===== src/rtl/bsg_murn_endpoint.sv =====
// bsg_murn_endpoint: block-side terminus of a murn valid/retry switch port.
// Inbound packets are buffered in an rx FIFO, and a registered retry is
// returned when that FIFO is full. Outbound packets stay in a tx FIFO until
// the switch accepts them, which it signals by not retrying in the cycle
// after a send.
module bsg_murn_endpoint #(
  parameter int unsigned ring_width_p = 80,
  parameter int unsigned els_p        = 2
) (
  input  logic                    clk_i,
  input  logic                    reset_i,
  input  logic                    switch_2_blockValid_i,
  input  logic [ring_width_p-1:0] switch_2_blockData_i,
  output logic                    switch_2_blockRetry_o,
  output logic                    block_2_switchValid_o,
  output logic [ring_width_p-1:0] block_2_switchData_o,
  input  logic                    block_2_switchRetry_i,
  output logic                    v_o,
  output logic [ring_width_p-1:0] data_o,
  input  logic                    yumi_i,
  input  logic                    v_i,
  input  logic [ring_width_p-1:0] data_i,
  output logic                    ready_o
);

  localparam int unsigned PW = (els_p > 1) ? $clog2(els_p) : 1;
  localparam int unsigned CW = $clog2(els_p + 1);
  localparam logic [CW-1:0] FULL = CW'(els_p);
  localparam logic [PW-1:0] LAST = PW'(els_p - 1);

  function automatic logic [PW-1:0] f_inc(input logic [PW-1:0] p);
    return (p == LAST) ? '0 : p + PW'(1);
  endfunction

  // ---------------- rx path ----------------
  logic [ring_width_p-1:0] r_rx_mem [els_p];
  logic [PW-1:0]           r_rx_head, r_rx_tail;
  logic [CW-1:0]           r_rx_count;
  logic                    r_rx_retry;
  logic                    w_rx_accept, w_rx_pop;

  // Room is judged on registered occupancy only; a same-cycle pop never helps.
  assign w_rx_accept = switch_2_blockValid_i & (r_rx_count != FULL);
  assign w_rx_pop    = yumi_i & (r_rx_count != '0);

  // rx storage write
  always_ff @(posedge clk_i) begin
    if (w_rx_accept) r_rx_mem[r_rx_tail] <= switch_2_blockData_i;
  end

  // rx pointers, occupancy and registered retry
  always_ff @(posedge clk_i) begin
    if (reset_i) begin
      r_rx_head  <= '0;
      r_rx_tail  <= '0;
      r_rx_count <= '0;
      r_rx_retry <= 1'b0;
    end else begin
      if (w_rx_accept) r_rx_tail <= f_inc(r_rx_tail);
      if (w_rx_pop)    r_rx_head <= f_inc(r_rx_head);
      r_rx_count <= r_rx_count + CW'(w_rx_accept) - CW'(w_rx_pop);
      r_rx_retry <= switch_2_blockValid_i & (r_rx_count == FULL);
    end
  end

  assign v_o                   = ~reset_i & (r_rx_count != '0);
  assign data_o                = reset_i ? '0 : r_rx_mem[r_rx_head];
  assign switch_2_blockRetry_o = ~reset_i & r_rx_retry;

  // ---------------- tx path ----------------
  logic [ring_width_p-1:0] r_tx_mem [els_p];
  logic [PW-1:0]           r_tx_head, r_tx_tail;
  logic [CW-1:0]           r_tx_count;
  logic                    r_sent;
  logic                    r_live;
  logic                    w_retire, w_push;
  logic [CW-1:0]           w_eff;

  // A packet sent last cycle retires unless the switch retries it now; the
  // retired head is skipped immediately so the next packet goes out with no bubble.
  assign w_retire = r_sent & ~block_2_switchRetry_i;
  assign w_eff    = r_tx_count - CW'(w_retire);
  assign ready_o  = r_live & ~reset_i & (r_tx_count != FULL);
  assign w_push   = v_i & ready_o;

  assign block_2_switchValid_o = ~reset_i & (w_eff != '0);
  assign block_2_switchData_o  = reset_i  ? '0 :
                                 w_retire ? r_tx_mem[f_inc(r_tx_head)] :
                                            r_tx_mem[r_tx_head];

  // tx storage write
  always_ff @(posedge clk_i) begin
    if (w_push) r_tx_mem[r_tx_tail] <= data_i;
  end

  // tx pointers, occupancy, in-flight flag and post-reset ready gate
  always_ff @(posedge clk_i) begin
    if (reset_i) begin
      r_tx_head  <= '0;
      r_tx_tail  <= '0;
      r_tx_count <= '0;
      r_sent     <= 1'b0;
      r_live     <= 1'b0;
    end else begin
      if (w_retire) r_tx_head <= f_inc(r_tx_head);
      if (w_push)   r_tx_tail <= f_inc(r_tx_tail);
      r_tx_count <= r_tx_count - CW'(w_retire) + CW'(w_push);
      r_sent     <= block_2_switchValid_o;
      r_live     <= 1'b1;
    end
  end

`ifndef SYNTHESIS
  // A retry is only meaningful for a packet that was actually sent last cycle.
  a_retry_needs_send: assert property (@(posedge clk_i) disable iff (reset_i)
    block_2_switchRetry_i |-> r_sent);
`endif

endmodule


===== config.mk =====
export PLATFORM = sky130hd
export DESIGN_NAME = bsg_murn_endpoint
export DESIGN_NICKNAME = d
export VERILOG_FILES = /design/src/rtl/bsg_murn_endpoint.sv
export SDC_FILE = /design/constraint.sdc
export NUM_CORES = 1
export LEC_CHECK = 0
export ABC_AREA = 1
export BUFFER_PORTS_ARGS = -buffer_cell sky130_fd_sc_hd__buf_2
export CAP_MARGIN = 20
export CORE_MARGIN = 2
export CORE_UTILIZATION = 25
export CTS_CLUSTER_DIAMETER = 100
export CTS_CLUSTER_SIZE = 12
export DETAILED_ROUTE_END_ITERATION = 10
export PLACE_DENSITY_LB_ADDON = 0.15
export SETUP_SLACK_MARGIN = 0.2
export SLEW_MARGIN = 10
export SYNTH_ARGS = -nofsm -noshare
export SYNTH_HDL_FRONTEND = slang
export SYNTH_SLANG_ARGS = --single-unit

===== constraint.sdc =====
create_clock -name clk_i -period 7.45 [get_ports clk_i]
set_input_delay 1.49 -clock clk_i [delete_from_list [all_inputs] [get_ports clk_i]]
set_output_delay 1.49 -clock clk_i [all_outputs]
set_load 0.01 [all_outputs]

==> run_summary.xml <==
<?xml version="1.0" encoding="UTF-8"?>
<metrics>
  <group name="route">
    <metric name="vias_per_cell" unit="">4.373</metric>
    <metric name="total_number_of_vias" unit="">10750</metric>
    <metric name="dr.pass1.iters" unit="">5</metric>
    <metric name="avgRoutedWirePerCell" unit="um">17.18</metric>
    <metric name="drtIter0Drc" unit="">558</metric>
    <metric name="drc_errors" unit="">0</metric>
    <metric name="routed_wl" unit="um">42230</metric>
    <metric name="post_route_ant_nets" unit="">0</metric>
  </group>
  <group name="global_routing">
    <metric name="grt_pass1_vias" unit="">10560</metric>
    <metric name="grt_antenna_before_repair" unit="">17</metric>
    <metric name="maximum_number_of_pins_on_one_net_before_global_route_repair" unit="">87</metric>
    <metric name="track_usage" unit="%">13.45</metric>
    <metric name="grt_first_pass_wirelength" unit="um">62530</metric>
    <metric name="overflow" unit="">0</metric>
  </group>
  <group name="sta">
    <metric name="grt_setup_unrepaired" unit="">no</metric>
    <metric name="fin_worst_skew" unit="ns">0.01919</metric>
    <metric name="report.final.hold_viol_count" unit="">0</metric>
    <metric name="hold-worst-slack" unit="ns">0.5054</metric>
    <metric name="timing.final.crit_period" unit="ns">5.016</metric>
    <metric name="finalSetupViolations" unit="">0</metric>
    <metric name="slew_headroom" unit="%">32.28</metric>
    <metric name="timing_worst_slew_pin_value" unit="ns">1.016</metric>
    <metric name="tcrit_tclk_final" unit="%">67.33</metric>
    <metric name="slew_viol_final" unit="">0</metric>
    <metric name="final.setup.tns" unit="ns">0</metric>
    <metric name="timing.fmax" unit="MHz">199.4</metric>
  </group>
  <group name="worst_hold_path">
    <metric name="holdCritStartpoint" unit="">r_rx_head</metric>
    <metric name="hold_class" unit="">flip-flop to flip-flop</metric>
  </group>
  <group name="setup_path">
    <metric name="critical_path.endpoint" unit="">block_2_switchValid_o</metric>
    <metric name="path_depth" unit="">7</metric>
    <metric name="r2r-start" unit="">r_live</metric>
    <metric name="worstSetupStartpointType" unit="">input pin</metric>
    <metric name="worst_r2r_path_depth" unit="">5</metric>
    <metric name="critical_path.n_buffers_inverters" unit="">3</metric>
    <metric name="cp.arrival" unit="ns">3.53</metric>
    <metric name="critical_path_class" unit="">input pin to primary output</metric>
    <metric name="worst-r2r-setup-slack" unit="ns">4.93</metric>
    <metric name="critical-path-top-delay-family" unit="">compound AO/OA/AOI/OAI gates</metric>
    <metric name="worstPathCellList" unit="">buf_2, nor2_8, ha_1, xor2_1, o21ai_0, inv_1, buf_2</metric>
    <metric name="worstSetupEndpointType" unit="">primary output</metric>
    <metric name="setup.worst_path.start" unit="">block_2_switchRetry_i</metric>
    <metric name="required" unit="ns">5.96</metric>
    <metric name="reg2reg_to" unit="">r_tx_mem[0][12]</metric>
    <metric name="timing.critical_path.fanout_max" unit="">38</metric>
    <metric name="cpMostUsedCell" unit="">sky130_fd_sc_hd__buf_2</metric>
    <metric name="slowest_stage" unit="">sky130_fd_sc_hd__o21ai_0</metric>
    <metric name="max_stage_delay" unit="ns">0.70</metric>
  </group>
  <group name="die">
    <metric name="number_of_core_rows" unit="">88</metric>
    <metric name="initial_core_util" unit="%">25.29</metric>
    <metric name="dieArea" unit="sq um">60310</metric>
    <metric name="die_height" unit="um">245.6</metric>
    <metric name="coreArea" unit="sq um">57700</metric>
    <metric name="die-width" unit="um">245.6</metric>
    <metric name="floorplan.io_pins" unit="">330</metric>
  </group>
  <group name="clock_tree">
    <metric name="htreeDepth" unit="">1</metric>
    <metric name="clock_sink_count" unit="">333</metric>
    <metric name="cts_tree" unit="">built</metric>
    <metric name="clock_insertion_delay_worst_skew" unit="ns">0.59</metric>
    <metric name="ctsLongestPathBuffers" unit="">3</metric>
    <metric name="cts_hold_repair.buffers" unit="">0</metric>
    <metric name="cts.repair.resized" unit="">0</metric>
    <metric name="cts_root_buf" unit="">sky130_fd_sc_hd__clkbuf_16</metric>
    <metric name="cts.clk_slew.worst_paths" unit="ns">0.07</metric>
    <metric name="cts.repair_timing.setup_buffer_count" unit="">0</metric>
    <metric name="cts_made_buffers" unit="">31</metric>
  </group>
  <group name="pwr">
    <metric name="cellPowerDensity" unit="nW/um^2">282.2</metric>
    <metric name="p_leak" unit="uW">0.007390</metric>
    <metric name="power.ir.vdd_worst" unit="mV">0.1863</metric>
  </group>
  <group name="finish">
    <metric name="fin_nets" unit="">1831</metric>
    <metric name="layout.cells.most_common" unit="">sky130_fd_sc_hd__buf_2</metric>
    <metric name="final_util" unit="%">30.83</metric>
    <metric name="layout-drive-gt1-share" unit="%">23.12</metric>
    <metric name="non_filler_instance_count_after_layout" unit="">2458</metric>
    <metric name="layout.cells.most_common_list" unit="">328 x sky130_fd_sc_hd__buf_2, 320 x sky130_fd_sc_hd__edfxtp_1, 254 x sky130_fd_sc_hd__nand2_1</metric>
    <metric name="stdcell_area" unit="sq um">17790</metric>
    <metric name="area_growth_from_synthesis_to_layout" unit="%">21.91</metric>
  </group>
  <group name="logic_synthesis">
    <metric name="synth.avg_cell_area" unit="sq um">10.63</metric>
    <metric name="synth_area" unit="sq um">14590</metric>
    <metric name="synth_seq_area_share" unit="%">67.64</metric>
    <metric name="ys_ff_latch" unit="">333</metric>
    <metric name="ys_types" unit="">21</metric>
    <metric name="ys_warn_count" unit="">0</metric>
    <metric name="postSynthCellCount" unit="">1372</metric>
    <metric name="mappedNetlistNets" unit="">1541</metric>
  </group>
  <group name="place">
    <metric name="gpl.final_weighted_congestion" unit="">0.7378</metric>
    <metric name="hpwl" unit="um">24670</metric>
    <metric name="placedCellCount" unit="">2393</metric>
    <metric name="port_buffers" unit="">329</metric>
    <metric name="placedInstanceArea" unit="sq um">16860</metric>
  </group>
  <group name="status">
    <metric name="outcome" unit="">finished clean</metric>
  </group>
  <group name="job">
    <metric name="drv.max_cap_violation_count" unit="">0</metric>
  </group>
</metrics>
==> tightest hold or removal path: stages, from the launching register on <==
cell	delay [ns]
sky130_fd_sc_hd__dfxtp_1	0.33
sky130_fd_sc_hd__nor2_1	0.06
sky130_fd_sc_hd__nor2_1	0.09
==> layer usage <==
layer / share of wire, % / vias to the layer above / track usage [%]
met2: 46 / 308 / 21.65
li1: - / 5213 / -
met5: 0.35 / - / 0
met4: 2.2 / 22 / 3.565
met3: 8.9 / 74 / 4.682
met1: 43 / 5132 / 17.17
==> sequential cells by signal (all words and copies together) (netlist names), named ones only <==
name and flops:
r_tx_tail 1, r_tx_mem 160, r_live 1, r_rx_tail 1, r_rx_head 1, r_tx_head 1
r_tx_count 2, r_sent 1, r_rx_count 2, r_rx_mem 160, r_rx_retry 1
==> cell type report <==
class / count / area, sq um
multi-input cells: 771 / 3591
fillers: 6013 / 39910
clock buffers: 56 / 869.6
clock inverters: 2 / 13.76
flip-flops and latches: 333 / 9878
diodes: 6 / 15.01
repair buffers: 344 / 1782
well taps: 765 / 957.2
inverters: 181 / 680.7
==> how the worst min path moves through the flow <==
stage / end / slack (ns) / cells after the start
2_1_floorplan: flip-flop / 0.47 / 2
3_3_place_gp: r_rx_head / 0.49 / 2
3_5_place_dp: flip-flop / 0.49 / 2
4_1_cts: flip-flop / 0.51 / 2
5_1_grt: flip-flop / 0.55 / 2
6_report: flip-flop / 0.51 / 2
==> Yosys cell counts <==
master | instances | area share (%)
sky130_fd_sc_hd__nand2_4 | 1 | 0.077
sky130_fd_sc_hd__buf_4 | 3 | 0.15
sky130_fd_sc_hd__o21ai_0 | 84 | 2.9
sky130_fd_sc_hd__buf_2 | 18 | 0.62
sky130_fd_sc_hd__dfxtp_1 | 13 | 1.8
sky130_fd_sc_hd__clkbuf_1 | 48 | 1.2
sky130_fd_sc_hd__nor2_8 | 1 | 0.14
sky130_fd_sc_hd__nand3_1 | 81 | 2.8
sky130_fd_sc_hd__buf_6 | 15 | 1.2
sky130_fd_sc_hd__nand2_1 | 254 | 6.5
sky130_fd_sc_hd__xnor2_1 | 1 | 0.060
sky130_fd_sc_hd__o211ai_1 | 80 | 4.1
sky130_fd_sc_hd__edfxtp_1 | 320 | 66
sky130_fd_sc_hd__ha_1 | 3 | 0.26
sky130_fd_sc_hd__a21oi_1 | 80 | 2.7
sky130_fd_sc_hd__xor2_1 | 2 | 0.12
sky130_fd_sc_hd__nand4_1 | 1 | 0.043
sky130_fd_sc_hd__nor2_1 | 183 | 4.7
sky130_fd_sc_hd__buf_1 | 3 | 0.077
sky130_fd_sc_hd__inv_2 | 4 | 0.10
sky130_fd_sc_hd__inv_1 | 177 | 4.6
==> through the flow <==
| stage | worst slack (ns) | power, uW |
|---|---|---|
| after floorplan | 1.702 | 3137 |
| after global placement | 2.485 | 3605 |
| after detailed placement | 2.490 | 3619 |
| after CTS | 2.478 | 5136 |
| after global routing | 2.366 | 5324 |
| final | 2.434 | 5020 |
==> logic make-up after synthesis <==
kind of cell	synth area share, %
and+or+nand+nor	14.28
DFF	67.64
buffers and inverters	7.898
AOI/OAI and AO/OA	9.742
xor gates and xnor gates	0.1801
adders and majority gates	0.2573
==> power breakdown <==
part / total [uW] / leakage [uW] / internal [uW] / switching, uW
combinational: 1150 / 0.00391 / 368 / 782
sequential: 2390 / 0.00306 / 2270 / 128
clock: 1480 / 0.000420 / 780 / 697
(Power assumes the default switching activity.)
